<file path="src/rtl/instr_seq.sv">
// Program buffer and replay sequencer for the nn instruction port.
// The host loads {repeat, instr} entries, and run_start replays them, holding each word for repeat+1 cycles.
module instr_seq #(
  parameter int unsigned DEPTH    = 16,
  parameter int unsigned REPEAT_W = 8
) (
  input  logic                     clk,
  input  logic                     rst,
  input  logic                     prog_valid,
  output logic                     prog_ready,
  input  logic [23:0]              prog_instr,
  input  logic [REPEAT_W-1:0]      prog_repeat,
  input  logic                     prog_clear,
  output logic [$clog2(DEPTH):0]   prog_count,
  input  logic                     run_start,
  input  logic                     run_abort,
  output logic                     run_busy,
  output logic                     run_done,
  output logic [23:0]              instruction
);

  localparam int unsigned AW = $clog2(DEPTH);
  localparam int unsigned CW = AW + 1;

  typedef enum logic [1:0] {
    IDLE = 2'd0,
    RUN  = 2'd1,
    DONE = 2'd2
  } state_t;

  state_t              r_state, w_state_nxt;
  logic [CW-1:0]       r_count, w_count_nxt;
  logic [AW-1:0]       r_idx, w_idx_nxt;
  logic [REPEAT_W-1:0] r_rep, w_rep_nxt;
  logic [23:0]         r_instr, w_instr_nxt;

  logic [23:0]         r_mem_instr [DEPTH];
  logic [REPEAT_W-1:0] r_mem_rep   [DEPTH];

  logic                w_wr;
  logic                w_last;
  logic [AW-1:0]       w_idx_inc;
  logic [REPEAT_W-1:0] w_cur_rep;
  logic [23:0]         w_next_instr;
  logic [23:0]         w_first_instr;

  assign prog_ready    = (r_state == IDLE) && (r_count < CW'(DEPTH)) && !prog_clear;
  assign w_wr          = prog_valid && prog_ready;
  assign w_idx_inc     = r_idx + AW'(1);
  assign w_cur_rep     = r_mem_rep[r_idx];
  assign w_next_instr  = r_mem_instr[w_idx_inc];
  assign w_first_instr = r_mem_instr[AW'(0)];
  assign w_last        = ({1'b0, r_idx} == (r_count - CW'(1)));

  // Storage has no reset: entries beyond prog_count are never read.
  always_ff @(posedge clk) begin
    if (w_wr) begin
      r_mem_instr[r_count[AW-1:0]] <= prog_instr;
      r_mem_rep[r_count[AW-1:0]]   <= prog_repeat;
    end
  end

  always_ff @(posedge clk or posedge rst) begin
    if (rst) begin
      r_state <= IDLE;
      r_count <= '0;
      r_idx   <= '0;
      r_rep   <= '0;
      r_instr <= '0;
    end else begin
      r_state <= w_state_nxt;
      r_count <= w_count_nxt;
      r_idx   <= w_idx_nxt;
      r_rep   <= w_rep_nxt;
      r_instr <= w_instr_nxt;
    end
  end

  always_comb begin
    w_state_nxt = r_state;
    w_count_nxt = r_count;
    w_idx_nxt   = r_idx;
    w_rep_nxt   = r_rep;
    w_instr_nxt = r_instr;
    case (r_state)
      IDLE: begin
        if (prog_clear) begin
          w_count_nxt = '0;
        end else if (w_wr) begin
          w_count_nxt = r_count + CW'(1);
        end
        // run_start sees the pre-write count, and a same-cycle run_abort has no effect here.
        if (run_start) begin
          if (r_count != '0) begin
            w_state_nxt = RUN;
            w_idx_nxt   = '0;
            w_rep_nxt   = '0;
            w_instr_nxt = w_first_instr;
          end else begin
            w_state_nxt = DONE;
            w_instr_nxt = '0;
          end
        end
      end
      RUN: begin
        if (run_abort) begin
          w_state_nxt = IDLE;
          w_instr_nxt = '0;
        end else if (r_rep == w_cur_rep) begin
          if (w_last) begin
            w_state_nxt = DONE;
            w_instr_nxt = '0;
          end else begin
            w_idx_nxt   = w_idx_inc;
            w_rep_nxt   = '0;
            w_instr_nxt = w_next_instr;
          end
        end else begin
          w_rep_nxt = r_rep + REPEAT_W'(1);
        end
      end
      DONE: begin
        w_state_nxt = IDLE;
        w_instr_nxt = '0;
      end
      default: begin
        w_state_nxt = IDLE;
        w_instr_nxt = '0;
      end
    endcase
  end

  assign prog_count  = r_count;
  assign run_busy    = (r_state == RUN);
  assign run_done    = (r_state == DONE);
  assign instruction = r_instr;

endmodule

</file>
<file path="config.mk">
export PLATFORM = sky130hd
export DESIGN_NAME = instr_seq
export DESIGN_NICKNAME = d
export VERILOG_FILES = /design/src/rtl/instr_seq.sv
export SDC_FILE = /design/constraint.sdc
export NUM_CORES = 1
export LEC_CHECK = 0
export CORE_MARGIN = 3
export CORE_UTILIZATION = 45
export DETAILED_ROUTE_END_ITERATION = 7
export SYNTH_ARGS = -nofsm -noshare
export SYNTH_HDL_FRONTEND = slang
export SYNTH_SLANG_ARGS = --single-unit
</file>
<file path="constraint.sdc">
create_clock -name clk -period 7 [get_ports clk]
set_input_delay 1.75 -clock clk [delete_from_list [all_inputs] [get_ports clk]]
set_output_delay 1.75 -clock clk [all_outputs]
set_load 0.02 [all_outputs]
</file>
==> results of run 1 <==
## logic make-up (layout without fill, tap and decap cells)
family / after synthesis / count (layout) / share of synthesized area (%)
simple gates: 242 / 242 / 4.89
xor+xnor: 22 / 22 / 0.873
compound gates: 68 / 68 / 2.65
other cells: 0 / 1 / 0
flops: 555 / 555 / 74.5
buf+inv: 74 / 216 / 1.67
mux: 183 / 183 / 15.0
fa+ha+maj: 6 / 6 / 0.340
## power by group through the flow
stage | Sequential [mW] | Combinational (mW) | Clock, mW
floorplan | 4.00 | 0.758 | 0
global placement | 3.97 | 1.30 | 0
finish | 3.91 | 1.29 | 3.20
CTS | 3.91 | 1.31 | 3.27
global route | 3.93 | 1.40 | 3.39
detailed placement | 3.98 | 1.30 | 0
## registers in the layout (all words and copies together) (netlist names)
register / cells
r_rep: 8
r_state: 2
prog_count: 5
r_mem_instr: 384
r_mem_rep: 128
r_idx: 4
instruction: 24
## cells in the final DEF, fill, tap and decap left out, types with 3 or more instances in the layout
master,Yosys,layout
edfxtp_1,512,512
nand2_1,121,121
mux4_2,116,116
clkdlybuf4s50_1,0,69
clkbuf_16,0,59
nand3_1,56,56
dfrtp_1,43,41
mux2i_1,39,39
buf_4,2,29
a32o_1,26,26
mux2_1,20,20
nor2_1,27,14
nor2_4,0,12
xnor2_1,13,11
clkinv_2,0,11
clkbuf_1,34,10
clkbuf_8,0,10
mux2_2,8,8
xor2_1,9,8
a22oi_1,8,8
bufinv_16,0,8
nand2b_1,7,7
inv_1,8,7
and2_1,6,6
a21oi_1,6,6
clkinv_1,0,6
nor3_2,0,5
ha_1,6,5
o21ai_0,4,4
a221o_1,4,4
and3_1,4,4
nor2b_1,4,4
o32ai_1,4,4
a21o_1,3,3
nor4_1,3,3
nor3_1,8,3
a22o_1,3,3
## metal layers
metal | track usage (%) | wire [um]
met1 | 28.4 | 22300
met2 | 30.8 | 23500
met3 | 3.03 | 2350
met4 | 5.61 | 1130
met5 | 0 | 13
## layout make-up
type                       instances  area share, %
tap                              615           3.01
multi-input combinational        521           21.1
clock buffer                      79           6.45
sequential                       555           64.3
antenna                            1        0.00977
clock inverter                    30           1.45
inverter                           9          0.132
timing repair buffer              98           3.55
## worst reg2reg max path: cells and delay by family, from the launching register on
kind	cells	cell delay (ns)
AO/OA/AOI/OAI	3	1.26
XOR/XNOR	1	0.19
buffers and inverters	1	0.56
flip-flops	1	0.85
multiplexers	3	1.06
AND/OR/NAND/NOR	1	0.56
## how the worst max path moves through the flow
stage                from                          end  depth (start not counted)
6_report       prog_clear                   prog_ready                          3
5_1_grt        prog_clear                   prog_ready                          3
3_3_place_gp   prog_clear                   prog_ready                          3
3_5_place_dp   prog_clear                   prog_ready                          3
4_1_cts        prog_clear                   prog_ready                          3
2_1_floorplan  prog_clear  r_mem_instr[3][0]$_DFFE_PP_                          5
## stage by stage
step | utilization (%) | area, um^2
final | 53.3 | 25600
after global routing | 53.3 | 25600
after CTS | 53.3 | 25600
after detailed placement | 49.1 | 23600
after global placement | 49.1 | 23600
after floorplan | - | 22100
==> results.cfg, run 1 <==
[worst_hold_path]
whs_endpoint = instruction[22]$_DFFE_PP0P_
min_path_type = reg -> reg
worstHoldStart = instruction[22]$_DFFE_PP0P_
whs_path_depth = 1

[synth]
synthMostInstantiatedCell = edfxtp_1
async_flop_share_pct = 7.75
yosys.area.top_type = edfxtp_1
synth-main-ff-cell = edfxtp_1
synth_warnings = 0
yosys-top-cells-area = edfxtp_1 (70%), mux4_2 (12%), dfrtp_1 (4.9%)
syn_inst = 1150
ys_ff_latch = 555
netlist_area_mm2 = 0.0221
synth_edf_count = 512
synth_top_area_share_pct = 69.7
synth_area_per_cell_um2 = 19.2
syn_nets = 1194
netlist-cell-type-count = 48
ys_seq_area_share_pct = 74.5
synth_common_cells = edfxtp_1 (512), nand2_1 (121), mux4_2 (116), nand3_1 (56), dfrtp_1 (43)

[setup_path]
worstSetupEndpointType = output pin
crit_chain = clkdlybuf4s50_1, nor4_1, clkdlybuf4s50_1
critPathLaunchType = input pin
rr_endpoint = instruction[8]$_DFFE_PP0P_
cp.buffers_inverters = 2
crit_top_cell = clkdlybuf4s50_1
cp_top_family = buffers and inverters
required_ns = 5.25
path_max_fanout = 4
critPathMaxStageDelay_ns = 0.67
critPathKind = in -> out
crit_arrival_ns = 3.18
r2r_cells = 9
worst-r2r-setup-slack_ns = 2.39
cpMaxStageDelayCell = clkdlybuf4s50_1
reg2reg_from = r_idx[0]$_DFFE_PP0P_

[die]
dieHeight_um = 227
die_w_um = 227
rows = 80
num_io_pins = 70
fp.dieArea_mm2 = 0.0517
initial_core_util_pct = 45.9
core-area_mm2 = 0.0480

[routing]
via_count = 11100
drtPass1Iterations = 5
vias_per_cell = 5.82
routed_wl_um = 49300
ant_nets = 0
drtIter0Drc = 1014
routedWlPerCell_um = 25.9
drc = 0

[pwr]
switching_share_pct = 25.5
p_leak_nw = 8.27
p_int_mw = 6.26
power.density_mw_per_mm2 = 328
total_power_mw = 8.40
combPwrFrac_pct = 15.4
ir_drop_v = 0.000191
pwr-share-seq_pct = 46.5
pwr-share-clk_pct = 38.1
p_sw_mw = 2.14

[cts]
cts_hold_buf = 0
cts_buffer_depth = 3
clkLatencyLatePin_ns = 0.61
h-tree-depth = 2
numCtsBuffers = 58
postCtsSetupBuffers = 0
cts-root-buf = clkbuf_16
clk_pin_slew_ns = 0.06
cts_tree = built
cts_resized = 0
cts.sinks = 555

[place]
dp_slack_ns = 2.09
hpwl_um = 27700
place_congestion = 0.751
post-place-cells = 1798
io_buffers = 69

[outcome]
outcome = completed

[grt]
grt_pass1_wl_um = 73800
grtUsageTotal_pct = 19.4
grt_start_max_net_pins = 49
globalRouteOverflowTotal = 0
grt_pass1_vias = 11500
antenna_found_initial = 2

[timing]
whs_ns = 0.481
fin_skew_ns = 0.0210
setup_violations = 0
slew_headroom_pct = 18.8
finalMaxSlewViolations = 0
fin_ws_ns = 2.07
finalSetupTns_ns = 0
max_freq_ghz = 0.203
fin_crit_ns = 4.93
finalHoldViolCount = 0
tightest_slew_ns = 1.22
rsz0062_at_grt = false
fin_crit_sh_pct = 70.4

[final_layout]
nets = 1287
register_area_mm2 = 0.0165
stdcell_count = 1908
drive_gt1_share_pct = 21.3
multi_input_area_mm2 = 0.00541
fill_cells = 3758
syn_to_final_growth_pct = 16.0

[run]
maxCapViolations = 0
Note: power is estimated with default switching activity, not from simulation.
==> run 2, diff against run 1 <==
==> constraint.sdc (replaced) <==
create_clock -name clk -period 4.8 [get_ports clk]
set_input_delay 1.2 -clock clk [delete_from_list [all_inputs] [get_ports clk]]
set_output_delay 1.2 -clock clk [all_outputs]
set_load 0.02 [all_outputs]
==> results.cfg, run 2 (same netlist as run 1, synthesis figures left out) <==
[setup_path]
worstSetupEndpointType = flip-flop
critPathMaxStageDelay_ns = 0.97
critPathKind = reg -> reg
crit_chain = mux2i_1, mux4_2, xnor2_1, a31oi_1, a22o_1, nor3_4, buf_4, o32a_2, buf_12, mux2_1
path_max_fanout = 44
crit_arrival_ns = 4.30
critPathLaunchType = flip-flop
required_ns = 5.28
cpMaxStageDelayCell = dfrtp_4

[final_layout]
syn_to_final_growth_pct = 16.3
layout_commonest_cell = edfxtp_1
largest_reg_flops = 384
nets = 1297
num_antenna_cells = 0
drive_gt1_share_pct = 20.7
layout_common_cells = edfxtp_1 (512), nand2_1 (121), mux4_2 (116)
utilization_pct = 53.4

[routing]
via_count = 11400
drc = 0
ant_nets = 0
drtPass1Iterations = 5
vias_per_cell = 5.96
drtIter0Drc = 1116
routed_wl_um = 51600
routedWlPerCell_um = 26.9

[run]
maxCapViolations = 0

[cts]
cts.sinks = 555
cts-root-buf = clkbuf_16
clkLatencyLatePin_ns = 0.61
numCtsBuffers = 55
postCtsSetupBuffers = 0
cts_tree = built
cts_resized = 0
h-tree-depth = 2
cts_hold_buf = 0
clk_pin_slew_ns = 0.06
cts_buffer_depth = 3

[grt]
grt_start_max_net_pins = 63
grt_pass1_wl_um = 77500
grt_pass1_vias = 11700
globalRouteOverflowTotal = 0
grtUsageTotal_pct = 20.6
antenna_found_initial = 0

[die]
num_io_pins = 70
die_w_um = 227
core-area_mm2 = 0.0480
dieHeight_um = 227
rows = 80
fp.dieArea_mm2 = 0.0517
initial_core_util_pct = 45.9

[place]
hpwl_um = 30900
place_congestion = 0.774
io_buffers = 69

[timing]
finalHoldViolCount = 0
setup_violations = 0
finalMaxSlewViolations = 0
fin_crit_sh_pct = 79.6
fin_skew_ns = 0.0209
fin_crit_ns = 3.82
finalSetupTns_ns = 0
max_freq_ghz = 0.262
rsz0062_at_grt = false
slew_headroom_pct = 43.5
tightest_slew_ns = 0.848

[pwr]
ir_drop_v = 0.000293
power.density_mw_per_mm2 = 466
p_leak_nw = 8.24
total_power_mw = 12.0

[worst_hold_path]
min_path_type = reg -> reg

[outcome]
outcome = completed
[run 2: cell types whose count changed in the layout (fill, tap and decap cells not counted), moves of 2 or more]
cell,delta
buf_12,+11
clkbuf_8,-10
clkinv_1,+9
clkbuf_1,+5
clkinv_2,-5
nor3_2,-4
nor3_4,+4
buf_4,+2
clkbuf_16,-2
[run 2: worst paths after layout]
path                            slack, ns                          end  cells after the start                        start
worst max-delay path                 0.98   instruction[4]$_DFFE_PP0P_                     10         r_idx[0]$_DFFE_PP0P_
worst min-delay path                 0.48  instruction[18]$_DFFE_PP0P_                      1  instruction[18]$_DFFE_PP0P_
worst max register to register       0.98   instruction[4]$_DFFE_PP0P_                     10         r_idx[0]$_DFFE_PP0P_
worst min register to register       0.48  instruction[18]$_DFFE_PP0P_                      1  instruction[18]$_DFFE_PP0P_
max in group asynchronous            2.99   instruction[5]$_DFFE_PP0P_                      3                          rst
min in group asynchronous            0.98         r_idx[2]$_DFFE_PP0P_                      2                          rst
[run 2: layout make-up]
class	count	area (um^2)
Fill cell	3731	22400
Sequential cell	555	16500
Tap cell	615	769
Clock buffer	72	1480
Multi-Input combinational cell	521	5450
Inverter	9	33.8
Timing Repair Buffer	111	1140
Clock inverter	32	340
[run 2: worst max-delay path: cells and delay by family (launching register included)]
kind / cells / cell delay, ns
mux: 3 / 1.04
flops: 1 / 0.97
compound gates: 3 / 0.69
buf+inv: 2 / 0.46
xor+xnor: 1 / 0.34
simple gates: 1 / 0.17
[run 2: metrics by stage]
step | instance area [um^2] | hold WS (ns) | setup WS, ns | std cells
2_1_floorplan | 22100 | 0.549 | 0.443 | 1150
3_3_place_gp | 23900 | 0.470 | 0.929 | 1811
3_5_place_dp | 23900 | 0.475 | 0.889 | 1811
4_1_cts | 25700 | 0.489 | 0.973 | 1915
5_1_grt | 25700 | 0.508 | 0.811 | 1915
6_report | 25700 | 0.483 | 0.981 | 1915
[run 2: power by group]
part	internal (mW)	switching [mW]
clock	2.55	1.78
combinational	0.811	1.12
sequential	5.51	0.196
total	8.87	3.10
[run 2: layer usage]
metal,up-vias,global-route usage (%),routed length (um)
met4,0,4.90,850
met3,68,3.12,3170
met1,6093,30.7,23300
met2,393,32.6,24300
met5,-,0,0
li1,4859,-,-
==> run 3, diff against run 2 <==
==> constraint.sdc (replaced) <==
create_clock -name clk -period 3.1 [get_ports clk]
set_input_delay 0.775 -clock clk [delete_from_list [all_inputs] [get_ports clk]]
set_output_delay 0.775 -clock clk [all_outputs]
set_load 0.02 [all_outputs]
==> results.cfg, run 3 (same netlist as run 1, synthesis figures left out) <==
[timing]
slew_headroom_pct = 40.1
fin_skew_ns = 0.0370
max_freq_ghz = 0.329
fin_crit_sh_pct = 98.0
tightest_slew_ns = 0.894
finalHoldViolCount = 0
finalMaxSlewViolations = 0
fin_crit_ns = 3.04
setup_violations = 0
whs_ns = 0.481

[setup_path]
rr_endpoint = instruction[15]$_DFFE_PP0P_
worstSetupEndpointType = flip-flop
r2r_cells = 10
crit_arrival_ns = 3.51
worstSetupEndpoint = instruction[15]$_DFFE_PP0P_
startpoint = r_idx[0]$_DFFE_PP0P_
critPathLaunchType = flip-flop
required_ns = 3.57
reg2reg_from = r_idx[0]$_DFFE_PP0P_
critPathKind = reg -> reg
path_max_fanout = 11
worst-r2r-setup-slack_ns = 0.06

[cts]
cts_buffer_depth = 3
clkLatencyLatePin_ns = 0.62
cts.sinks = 555
clk_pin_slew_ns = 0.06
h-tree-depth = 2
cts_tree = built
numCtsBuffers = 56
cts-root-buf = clkbuf_16
cts_hold_buf = 0

[final_layout]
multi_input_area_mm2 = 0.00551
syn_to_final_growth_pct = 19.8
nets = 1340
stdcell_count = 1959
layout_commonest_cell = edfxtp_1
utilization_pct = 55.0
layout_common_cells = edfxtp_1 (512), nand2_1 (121), mux4_2 (116)
register_area_mm2 = 0.0165
largest_reg_flops = 384
drive_gt1_share_pct = 24.5
final_area_mm2 = 0.0264
fill_cells = 3699

[outcome]
outcome = completed

[pwr]
ir_drop_v = 0.000524
p_leak_nw = 8.60
power.density_mw_per_mm2 = 713

[grt]
antenna_found_initial = 1
globalRouteOverflowTotal = 0
grtUsageTotal_pct = 20.9
grt_start_max_net_pins = 59
grt_pass1_vias = 11600
grt_pass1_wl_um = 77900

[routing]
drtIter0Drc = 944
ant_nets = 0
routed_wl_um = 53100
routedWlPerCell_um = 27.1
drtPass1Iterations = 5
via_count = 11500
drc = 0
vias_per_cell = 5.85

[die]
num_io_pins = 70
core-area_mm2 = 0.0480
initial_core_util_pct = 45.9
fp.dieArea_mm2 = 0.0517
die_w_um = 227
rows = 80
dieHeight_um = 227

[worst_hold_path]
min_path_type = reg -> reg

[place]
place_congestion = 0.799
io_buffers = 69
hpwl_um = 30400
post-place-cells = 1848
placed_area_mm2 = 0.0244

[run]
maxCapViolations = 0
run 3: changes by cell type in the layout (fill, tap and decap cells not counted), moves of 2 or more:
cell / before / now
buf_12: 11 / 36
buf_4: 31 / 43
clkinv_1: 15 / 8
clkbuf_8: 0 / 5
clkinv_2: 6 / 11
buf_6: 0 / 4
mux2i_1: 39 / 37
xnor2_2: 1 / 3
run 3: final cells by class:
class	instances	area share, %
Clock inverter	29	1.21
Antenna cell	1	0.00946
Inverter	9	0.128
Sequential cell	555	62.2
Clock buffer	76	5.85
Tap cell	615	2.91
Multi-Input combinational cell	521	20.8
Timing Repair Buffer	153	6.82
run 3: per-stage QoR:
step / setup TNS [ns] / setup WS, ns / power (mW)
2_1_floorplan: 0 / 0.0135 / 10.8
3_3_place_gp: 0 / 0.0749 / 12.1
6_report: 0 / 0.0629 / 18.8
5_1_grt: -0.0281 / -0.0122 / 19.6
4_1_cts: 0 / 0.0514 / 18.9
3_5_place_dp: -0.391 / -0.0366 / 12.1
run 3: how the worst min path moves through the flow:
| stage | startpoint | end | slack [ns] | cells after the start |
|---|---|---|---|---|
| 6_report | instruction[0]$_DFFE_PP0P_ | instruction[0]$_DFFE_PP0P_ | 0.48 | 1 |
| 5_1_grt | instruction[0]$_DFFE_PP0P_ | instruction[0]$_DFFE_PP0P_ | 0.51 | 1 |
| 4_1_cts | instruction[0]$_DFFE_PP0P_ | instruction[0]$_DFFE_PP0P_ | 0.49 | 1 |
| 3_5_place_dp | instruction[0]$_DFFE_PP0P_ | instruction[0]$_DFFE_PP0P_ | 0.48 | 1 |
| 3_3_place_gp | instruction[0]$_DFFE_PP0P_ | instruction[0]$_DFFE_PP0P_ | 0.47 | 1 |
| 2_1_floorplan | r_rep[6]$_DFFE_PP0P_ | r_rep[6]$_DFFE_PP0P_ | 0.55 | 1 |
run 3: where the power goes:
group          internal (mW)  switching [mW]  leakage, nW  total, mW
clock                   4.00            2.78        0.911       6.78
combinational           1.42            1.86         2.50       3.27
sequential              8.53           0.262         5.19       8.79
total                   13.9            4.90         8.60       18.8
run 3: critical path, cell delays in order (launching register included):
cell     delay, ns
dfrtp_4       0.54
buf_12        0.16
mux2i_1       0.11
mux4_2        0.50
xnor2_2       0.16
a31oi_1       0.10
a22o_2        0.31
nor3_4        0.24
o32a_4        0.26
buf_12        0.19
mux2_2        0.35
run 3: repair_timing:
item | 4_1_cts | 5_1_grt
gates cloned | 0 | 1
pin swaps | 0 | 1
endpoints found under the setup margin | 21 | 25
setup buffers | 4 | 0
gates resized for setup | 1 | 13
run 3: per-layer routing:
layer	wire, um	track usage [%]	vias to the layer above
met3	3090	3.35	66
met2	26000	34.2	378
met5	0	0	-
li1	-	-	4928
met4	920	5.22	0
met1	23100	29.9	6085
